===== config.mk =====
export PLATFORM = sky130hd
export DESIGN_NAME = score_update_ctrl
export DESIGN_NICKNAME = d
export VERILOG_FILES = /design/src/rtl/score_update_ctrl.sv
export SDC_FILE = /design/constraint.sdc
export NUM_CORES = 1
export LEC_CHECK = 0
export CAP_MARGIN = 10
export CORE_MARGIN = 8
export CORE_UTILIZATION = 45
export CTS_CLUSTER_DIAMETER = 60
export DETAILED_ROUTE_END_ITERATION = 10
export PLACE_DENSITY = 0.68
export REMOVE_ABC_BUFFERS = 1
export SLEW_MARGIN = 25
export SYNTH_ARGS = -nofsm -noshare
export SYNTH_HDL_FRONTEND = slang
export SYNTH_SLANG_ARGS = --single-unit

===== constraint.sdc =====
create_clock -name clock -period 2 [get_ports clock]
set_clock_uncertainty 0.2 [all_clocks]
set_input_delay 0.4 -clock clock [delete_from_list [all_inputs] [get_ports clock]]
set_output_delay 0.4 -clock clock [all_outputs]
set_load 0.02 [all_outputs]

===== src/rtl/score_update_ctrl.sv =====
// Two-player score keeper: adds the granted player's spun value to its score
// through one bit-serial full adder, saturating to all-ones on carry-out.
module score_update_ctrl #(
    parameter int WIDTH = 17
) (
    input  logic             clock,
    input  logic             resetn,
    input  logic [1:0]       req,
    input  logic [WIDTH-1:0] spun0,
    input  logic [WIDTH-1:0] spun1,
    input  logic             clear_scores,
    output logic [1:0]       ack,
    output logic             busy,
    output logic             sat,
    output logic [WIDTH-1:0] score0,
    output logic [WIDTH-1:0] score1
);
    localparam int CW = $clog2(WIDTH + 1);
    localparam logic [CW-1:0] LAST_BIT = CW'(WIDTH - 1);

    typedef enum logic [1:0] {IDLE, ADD, DONE} state_t;

    state_t           state_q, state_d;
    logic             ptr_q, ptr_d;
    logic             grant_q, grant_d;
    logic [WIDTH-1:0] a_q, a_d;
    logic [WIDTH-1:0] b_q, b_d;
    logic [WIDTH-2:0] sum_q, sum_d;
    logic             carry_q, carry_d;
    logic [CW-1:0]    cnt_q, cnt_d;
    logic [WIDTH-1:0] score0_q, score0_d;
    logic [WIDTH-1:0] score1_q, score1_d;
    logic [1:0]       ack_q, ack_d;
    logic             sat_q, sat_d;

    logic             sum_bit;
    logic             carry_out;
    logic             gnt;
    logic [WIDTH-1:0] full_sum;
    logic [WIDTH-1:0] result;

    assign sum_bit   = a_q[0] ^ b_q[0] ^ carry_q;
    assign carry_out = (a_q[0] & b_q[0]) | (carry_q & (a_q[0] ^ b_q[0]));
    // Earlier result bits sit in sum_q; the new bit enters at the top.
    assign full_sum  = {sum_bit, sum_q};
    assign result    = carry_out ? {WIDTH{1'b1}} : full_sum;
    assign gnt       = (req == 2'b11) ? ptr_q : req[1];

    always_comb begin
        state_d  = state_q;
        ptr_d    = ptr_q;
        grant_d  = grant_q;
        a_d      = a_q;
        b_d      = b_q;
        sum_d    = sum_q;
        carry_d  = carry_q;
        cnt_d    = cnt_q;
        score0_d = score0_q;
        score1_d = score1_q;
        ack_d    = 2'b00;
        sat_d    = 1'b0;

        case (state_q)
            IDLE: begin
                if (req != 2'b00) begin
                    grant_d = gnt;
                    a_d     = gnt ? score1_q : score0_q;
                    b_d     = gnt ? spun1 : spun0;
                    carry_d = 1'b0;
                    cnt_d   = '0;
                    state_d = ADD;
                end
            end
            ADD: begin
                a_d     = a_q >> 1;
                b_d     = b_q >> 1;
                sum_d   = full_sum[WIDTH-1:1];
                carry_d = carry_out;
                cnt_d   = cnt_q + CW'(1);
                if (cnt_q == LAST_BIT) begin
                    state_d = DONE;
                    if (grant_q) begin
                        score1_d = result;
                    end else begin
                        score0_d = result;
                    end
                    ack_d = grant_q ? 2'b10 : 2'b01;
                    sat_d = carry_out;
                    ptr_d = ~grant_q;
                end
            end
            DONE: state_d = IDLE;
            default: state_d = IDLE;
        endcase

        // Clear wins over everything except the arbitration pointer.
        if (clear_scores) begin
            state_d  = IDLE;
            ptr_d    = ptr_q;
            score0_d = '0;
            score1_d = '0;
            ack_d    = 2'b00;
            sat_d    = 1'b0;
        end
    end

    always_ff @(posedge clock or negedge resetn) begin
        if (!resetn) begin
            state_q  <= IDLE;
            ptr_q    <= 1'b0;
            grant_q  <= 1'b0;
            a_q      <= '0;
            b_q      <= '0;
            sum_q    <= '0;
            carry_q  <= 1'b0;
            cnt_q    <= '0;
            score0_q <= '0;
            score1_q <= '0;
            ack_q    <= 2'b00;
            sat_q    <= 1'b0;
        end else begin
            state_q  <= state_d;
            ptr_q    <= ptr_d;
            grant_q  <= grant_d;
            a_q      <= a_d;
            b_q      <= b_d;
            sum_q    <= sum_d;
            carry_q  <= carry_d;
            cnt_q    <= cnt_d;
            score0_q <= score0_d;
            score1_q <= score1_d;
            ack_q    <= ack_d;
            sat_q    <= sat_d;
        end
    end

    assign ack    = ack_q;
    assign sat    = sat_q;
    assign busy   = (state_q != IDLE);
    assign score0 = score0_q;
    assign score1 = score1_q;

endmodule


* Word level (Yosys, flattened, before mapping)
Cells that the tools add are included.
Storage, ports and cells: flip-flop bits (word level) 97, input port bits 39, output and inout bits 38, logic and storage cells 71
Operators by class: bitwise logic cells 7, reduce and logical (&&, ||, !) cells 13, eq/ne operators 7, $add $sub $neg 1, mux-type cells 31
Operator list (count):
- 17-bit 2-to-1 mux | 13
- 17-bit case mux with 2 select lines | 2
- 2-bit 2-to-1 mux | 7
- 2-bit nonzero test | 6
- 5-bit case mux with 2 select lines | 1
- 3-bit AND reduction | 3
- 3-bit != test (second input constant) | 2
- 2-bit AND reduction | 3
- 5-bit by 1-bit adder with 5-bit output (second input constant) | 1
- 5-bit == test (second input constant) | 1
- 1-bit 2-to-1 mux | 5
- 5-bit 2-to-1 mux | 1
- 2-bit != test (second input constant) | 2
- 2-bit case mux with 2 select lines | 1
- 1-bit bitwise AND | 2
- 2-bit by 1-bit == test with 1-bit output (second input constant) | 1
- 2-bit == test (second input constant) | 1
- 2-bit zero test | 1
- 1-bit NOT | 2
- 1-bit case mux with 2 select lines | 1
- 1-bit bitwise XOR | 2
- 1-bit OR | 1

* Logic depth before layout (Yosys ltp)
Gate-level depths: netlist (run 1).
depth in word-level cells 8, depth in mapped cells 8, gate-level depth less buffers 6

* Worst setup path after synthesis (run 1)
OpenSTA, ideal clock, no wires.
kind flip-flop to flip-flop, from register cnt_q[0], to register score1_q[16], in the netlist score1[16], data required time 1704 ps, arrival time 1557 ps, setup time 96 ps, slack 147 ps, clock period less this slack 1853 ps, stages on the path, launching flop included 8, buffers on the path 2, cell sequence dfrtp_1 -> inv_1 -> ha_1 -> and4bb_2 -> and3_1 -> buf_4 -> buf_6 -> a311oi_2
Between the ends: word-level cells in the longest chain between the ends 3
Ends and longest elaborated chain:
- start, declared | RTL line 30 | logic [CW-1:0] cnt_q, cnt_d;
- start signal, assigned | RTL line 129 | cnt_q <= cnt_d;
- 5-bit == test | RTL line 80 | if (cnt_q == LAST_BIT) begin
- 2-bit nonzero test (no line)
- 3-bit AND reduction (no line)
- end signal, assigned | RTL line 131 | score1_q <= score1_d;
- end, declared | RTL line 32 | logic [WIDTH-1:0] score1_q, score1_d;
Every way passes these cells. A chain may end at the register's enable or synchronous reset.

* Final worst setup path (run 1)
from register score1_q[4], in the netlist score1[4], to output score1[4]
RTL lines:
- end, declared | RTL line 16 | output logic [WIDTH-1:0] score1
No word-level cell between the ends.

==> metrics.cfg, run 1 <==
[critical_path]
r2r-start = cnt_q[1]
path_buf_inv = 1
crit_arrival_ns = 1.36
rrSetupSlack_ns = 0.11
path_cells = clkdlybuf4s50_1
critical-path-top-delay-family = buffers and inverters
startpoint_type = flip-flop
reg2regPathDepth = 7
cpPeakStageDelay_ns = 0.62
worst-setup-path-type = flip-flop to output port
critPathLaunch = score1[4]
critPathSlowestCell = clkdlybuf4s50_1
crit_fanout = 3
end_kind = output port
critPathRequiredTime_ns = 1.40
rr_endpoint = score1[1]

[synth]
yosysUniqueCellTypes = 37
yosysTopAreaCellShare_pct = 51.5
yosys_warnings = 0
avgSynthCellArea_sq_um = 10.6
yosysTopAreaCell = dfrtp_1
syn_inst = 446
synth.cell_area_sq_um = 4710
synth_seq_cells = 97
yosysSeqAreaShare_pct = 51.5
synth_area_leaders = dfrtp_1, mux2i_1, a211oi_1

[power_and_ir_drop]
ir_drop_mv = 0.402
p_seq_share_pct = 49.2
combinationalPowerShare_pct = 18.3
pwr-share-clk_pct = 32.5
cellLeakagePower_uw = 0.00288
switching_share_pct = 28.0
power_uw = 4720
power_switching_uw = 1320
p_int_uw = 3400
p_per_area_nw_per_um2 = 782

[grt]
grt_use_met1_pct = 24.1
grt_pass1_wl_mm = 19.2
top_usage_layer = met1
grt.met3_usage_pct = 3.47
grt.total_usage_pct = 16.7
grt_pass1_vias = 3641
overflow = 0
use_met2_pct = 24.0
grt_max_degree = 42
antenna_found_initial = 0

[drt]
finalWirelength_mm = 11.6
first_pass_iters = 4
drc = 0
antenna_left = 0
wl_per_cell_um = 17.5
via_per_inst = 5.37
drt-initial-drc-count = 262
vias = 3577

[sta]
post-route-period-util_pct = 97.8
slew_headroom_pct = 72.7
fmax_ghz = 0.511
hold_viol = 0
period_minus_slack_ns = 1.96
rsz0062_at_grt = false
setup_viol = 0
worst_pin_slew_ns = 0.410
slew_viol_final = 0

[floorplan]
die_y_um = 118
fp-row-count = 37
io_pins = 77
core_sq_um = 10200
die_w_um = 118
die_area_sq_um = 14000
initial_utilization_pct = 46.1

[clocking]
cts_sinks = 97
cts_tree = yes
cts.path.max_buffers = 2
clock_latency_ns = 0.37
cts_made_buffers = 9
clk_pin_slew_worst_paths_ns = 0.09
cts_root_buffer = clkbuf_8
ctsHtreeMaxLevel = 3

[flow_run]
max-cap-violations = 0

[finish]
final_core_util_pct = 59.1
drive_gt1_share_pct = 16.0
areaGrowthSynthToFinish_pct = 28.2
diodes = 0
layout.nets = 567

[place]
dp_hpwl_mm = 7.81
place.port_buffers = 76
globalplace.congestion = 0.750

[run_status]
outcome = completed

[worst_hold_path]
hold_class = input port to flip-flop
min_from = clear_scores
min_to = state_q[1]
whs_path_depth = 2

per-layer routing:
metal	routed length, um	share of wire [%]
met1	5680	49
met5	0	0
met3	626	5.4
met4	150	1.3
met2	5190	45
final cells by class:
cell class	instances	area [sq um]
Clock buffer	9	124
Clock inverter	7	118
Fill cell	857	4190
Inverter	6	22.5
Multi-Input combinational cell	306	2080
Sequential cell	97	2430
Tap cell	136	170
Timing Repair Buffer	105	1100
flip-flops by register name, summed over array words and instances, names as in the netlist:
name / cells
ack: 2
state_q: 2
cnt_q: 5
b_q: 17
carry_q: 1
sat: 1
score1: 17
score0: 17
a_q: 17
ptr_q: 1
sum_q: 16
grant_q: 1
worst max-delay path by stage:
stage / to / depth (start not counted) / slack [ns]
3_3_place_gp: a_q[4] / 6 / -0.05
5_1_grt: busy / 2 / 0.005
6_report: score1[4] / 1 / 0.04
3_5_place_dp: a_q[6] / 6 / -0.11
4_1_cts: score1[13] / 1 / 0.002
2_1_floorplan: a_q[16] / 4 / -2.86
cell usage after synthesis:
cell type,instances
a211oi_1,41
a211oi_2,24
a21oi_1,1
a22o_1,2
a311oi_1,1
a311oi_2,1
and2_1,1
and3_1,1
and4bb_2,1
buf_1,2
buf_2,9
buf_4,5
buf_6,6
clkbuf_1,15
dfrtp_1,97
fa_1,1
ha_1,2
inv_1,6
mux2_2,2
mux2i_1,32
nand2_1,52
nand2b_1,1
nand3_1,2
nand4bb_4,1
nor2_1,70
nor2_2,2
nor2b_1,17
nor3_1,2
nor3_4,1
nor3b_1,32
nor4_1,2
o21a_1,1
o21ai_0,8
o22ai_1,1
or2_1,1
or2_2,1
xor2_1,2
cells in the final DEF, fill, tap and decap left out, types with 2 or more instances in the layout:
cell type	instances
dfrtp_1	97
nor2_1	70
nand2_1	52
clkdlybuf4s50_1	41
a211oi_1	39
mux2i_1	32
nor3b_1	32
a211oi_2	26
dlygate4sd2_1	23
buf_4	18
nor2b_1	17
clkbuf_8	9
dlymetal6s2s_1	9
buf_12	9
o21ai_0	7
inv_1	6
bufinv_16	3
nor4_1	2
nor3_1	2
nor2_2	2
mux2_2	2
a22o_1	2
nand3_1	2
xor2_1	2
clkinv_2	2
cells by family after synthesis:
| kind of cell | after synthesis | synth area share [%] |
|---|---|---|
| DFF | 97 | 51.5 |
| muxes | 34 | 7.27 |
| AOI/OAI and AO/OA | 80 | 15.0 |
| and+or+nand+nor | 187 | 19.9 |
| adders and majority gates | 3 | 0.955 |
| xor gates and xnor gates | 2 | 0.372 |
| buffers and inverters | 43 | 5.02 |
power groups by stage:
stage / combinational, uW / clock, uW / sequential (uW)
floorplan: 514 / 0 / 2340
detailed placement: 861 / 0 / 2360
global route: 969 / 1630 / 2350
global placement: 835 / 0 / 2350
finish: 865 / 1530 / 2320
CTS: 867 / 1570 / 2320
what timing repair did:
action / in CTS / in global routing
endpoints found under the hold margin: 55 / 0
pin swaps: 0 / 1
gates cloned: 0 / 1
buffers inserted: 0 / 1
resized for setup: 27 / 14
setup endpoints to repair: 40 / 34
hold buffers: 1 / 0
metrics by stage:
step           setup slack [ns]  area, sq um  hold WS [ns]  setup TNS (ns)  std cells
2_1_floorplan             -2.86         4500       -0.0956         -127.10        409
3_3_place_gp            -0.0527         5740        0.0768          -0.769        647
3_5_place_dp             -0.108         5740        0.0834           -1.48        647
4_1_cts                 0.00197         5970        0.0721               0        664
5_1_grt                 0.00456         6040         0.105               0        666
6_report                 0.0443         6040         0.104               0        666
Note: power is estimated with default switching activity, not from simulation.
==> run 2, diff against run 1 <==
--- a/config.mk
+++ b/config.mk
@@ -5,6 +5,7 @@
 export SDC_FILE = /design/constraint.sdc
 export NUM_CORES = 1
 export LEC_CHECK = 0
+export ABC_CLOCK_PERIOD_IN_PS = 2100
 export CAP_MARGIN = 10
 export CORE_MARGIN = 8
 export CORE_UTILIZATION = 45
==> constraint.sdc (replaced) <==
create_clock -name clock -period 2.1 [get_ports clock]
set_clock_uncertainty 0.2 [all_clocks]
set_input_delay 0.42 -clock clock [delete_from_list [all_inputs] [get_ports clock]]
set_output_delay 0.42 -clock clock [all_outputs]
set_load 0.02 [all_outputs]
==> metrics.cfg, run 2 (synthesized netlist as in run 1, its figures left out) <==
[run_status]
outcome = completed

[grt]
grt.total_usage_pct = 16.6
grt_max_degree = 39
antenna_found_initial = 0
grt_pass1_vias = 3552
overflow = 0
grt_pass1_wl_mm = 19.1

[sta]
setup_viol = 0
post-route-period-util_pct = 96.5
worst_pin_slew_ns = 0.430
fmax_ghz = 0.493
slew_headroom_pct = 71.3
tns_ns = 0
rsz0062_at_grt = false
hold_viol = 0
hold-worst-slack_ns = 0.154
period_minus_slack_ns = 2.03
slew_viol_final = 0

[finish]
drive_gt1_share_pct = 15.0
areaGrowthSynthToFinish_pct = 26.2
fin_area_sq_um = 5950
final_common_cell = dfrtp_1
layout.nets = 565
diodes = 0
final_cell_mix = dfrtp_1, clkdlybuf4s50_1, nor2_1

[drt]
finalWirelength_mm = 11.4
via_per_inst = 5.31
vias = 3523
wl_per_cell_um = 17.2
top_layer = met4
route.met2.wl_mm = 5.16
first_pass_iters = 4
drc = 0
drt-initial-drc-count = 177
antenna_left = 0
wl_met1_mm = 5.60
route.met3.wl_um = 604

[critical_path]
critPathRequiredTime_ns = 1.48
path_cells = or2_2 -> clkdlybuf4s15_1
cpPeakStageDelay_ns = 0.46
crit_arrival_ns = 1.41
crit_fanout = 7
end_kind = output port
critPathSlowestCell = dfrtp_2
worst-setup-path-type = flip-flop to output port
startpoint_type = flip-flop

[power_and_ir_drop]
p_per_area_nw_per_um2 = 727
ir_drop_mv = 0.309
cellLeakagePower_uw = 0.00254

[floorplan]
initial_utilization_pct = 46.1
die_w_um = 118
fp-row-count = 37
io_pins = 77
core_sq_um = 10200
die_area_sq_um = 14000
die_y_um = 118

[clocking]
cts_sinks = 97
clk_pin_slew_worst_paths_ns = 0.09
ctsHtreeMaxLevel = 3
cts.path.max_buffers = 2
cts_tree = yes
cts_made_buffers = 9
cts_root_buffer = clkbuf_8
clock_latency_ns = 0.35

[place]
globalplace.congestion = 0.727
place_area_sq_um = 5710
dp_hpwl_mm = 8.01
place.port_buffers = 76

[worst_hold_path]
hold_class = input port to flip-flop

[flow_run]
max-cap-violations = 0

==> run 2: changes by cell type in the layout (fill, tap and decap cells not counted), moves of 2 or more <==
cell / previous run / this run
dlygate4sd2_1: 23 / 0
a211oi_2: 26 / 24
clkinvlp_4: 0 / 3
a211oi_1: 39 / 41
dlymetal6s2s_1: 9 / 0
clkinv_2: 2 / 0
clkdlybuf4s50_1: 41 / 73
buf_12: 9 / 6
buf_8: 0 / 2
==> run 2: timing repair <==
action,in CTS,in global routing
setup buffers,0,0
resized for setup,2,7
hold endpoints to repair,26,0
hold buffers,1,0
pin swaps,0,0
endpoints found under the setup margin,1,17
==> run 2: critical path, delay by kind of cell (launching register included) <==
family	cells	cell delay, ns
flops	1	0.46
simple gates	1	0.29
buf+inv	1	0.31
==> run 2: cell type report <==
type / instances / area [sq um]
Fill cell: 869 / 4280
Sequential cell: 97 / 2430
Multi-Input combinational cell: 306 / 2070
Timing Repair Buffer: 103 / 1050
Tap cell: 136 / 170
Clock buffer: 9 / 124
Clock inverter: 6 / 91.3
Inverter: 6 / 22.5
==> run 2: report_power, final <==
| group | internal, uW | switching, uW |
|---|---|---|
| logic | 355 | 433 |
| registers | 2070 | 151 |
| clock network | 669 | 651 |
| total | 3090 | 1230 |
==> run 2: routing by layer <==
layer | vias up | track usage, %
li1 | 1702 | -
met1 | 1730 | 23.7
met2 | 83 | 25.1
met3 | 8 | 3.52
met4 | 0 | 4.56
met5 | - | 0
==> run 2: stage by stage <==
step | utilization [%] | instances | power [uW] | setup slack (ns)
after CTS | 58.0 | 663 | 4380 | 0.0128
after global routing | 58.2 | 663 | 4580 | 0.00335
after global placement | 55.8 | 647 | 3020 | 0.0254
after detailed placement | 55.8 | 647 | 3050 | -0.0680
final | 58.2 | 663 | 4330 | 0.0732
after floorplan | - | 409 | 2710 | -2.78
==> run 2: path summary, 6_finish.rpt <==
check	end	start	slack (ns)	cells past startpoint
setup reg to reg	score1[11]	cnt_q[0]	0.15	7
hold / removal	state_q[0]	clear_scores	0.15	2
hold reg to reg	sum_q[0]	sum_q[0]	0.28	2
max in group asynchronous	state_q[1]	resetn	0.72	3
min in group asynchronous	a_q[4]	resetn	0.34	2
setup / recovery	busy	state_q[1]	0.07	2
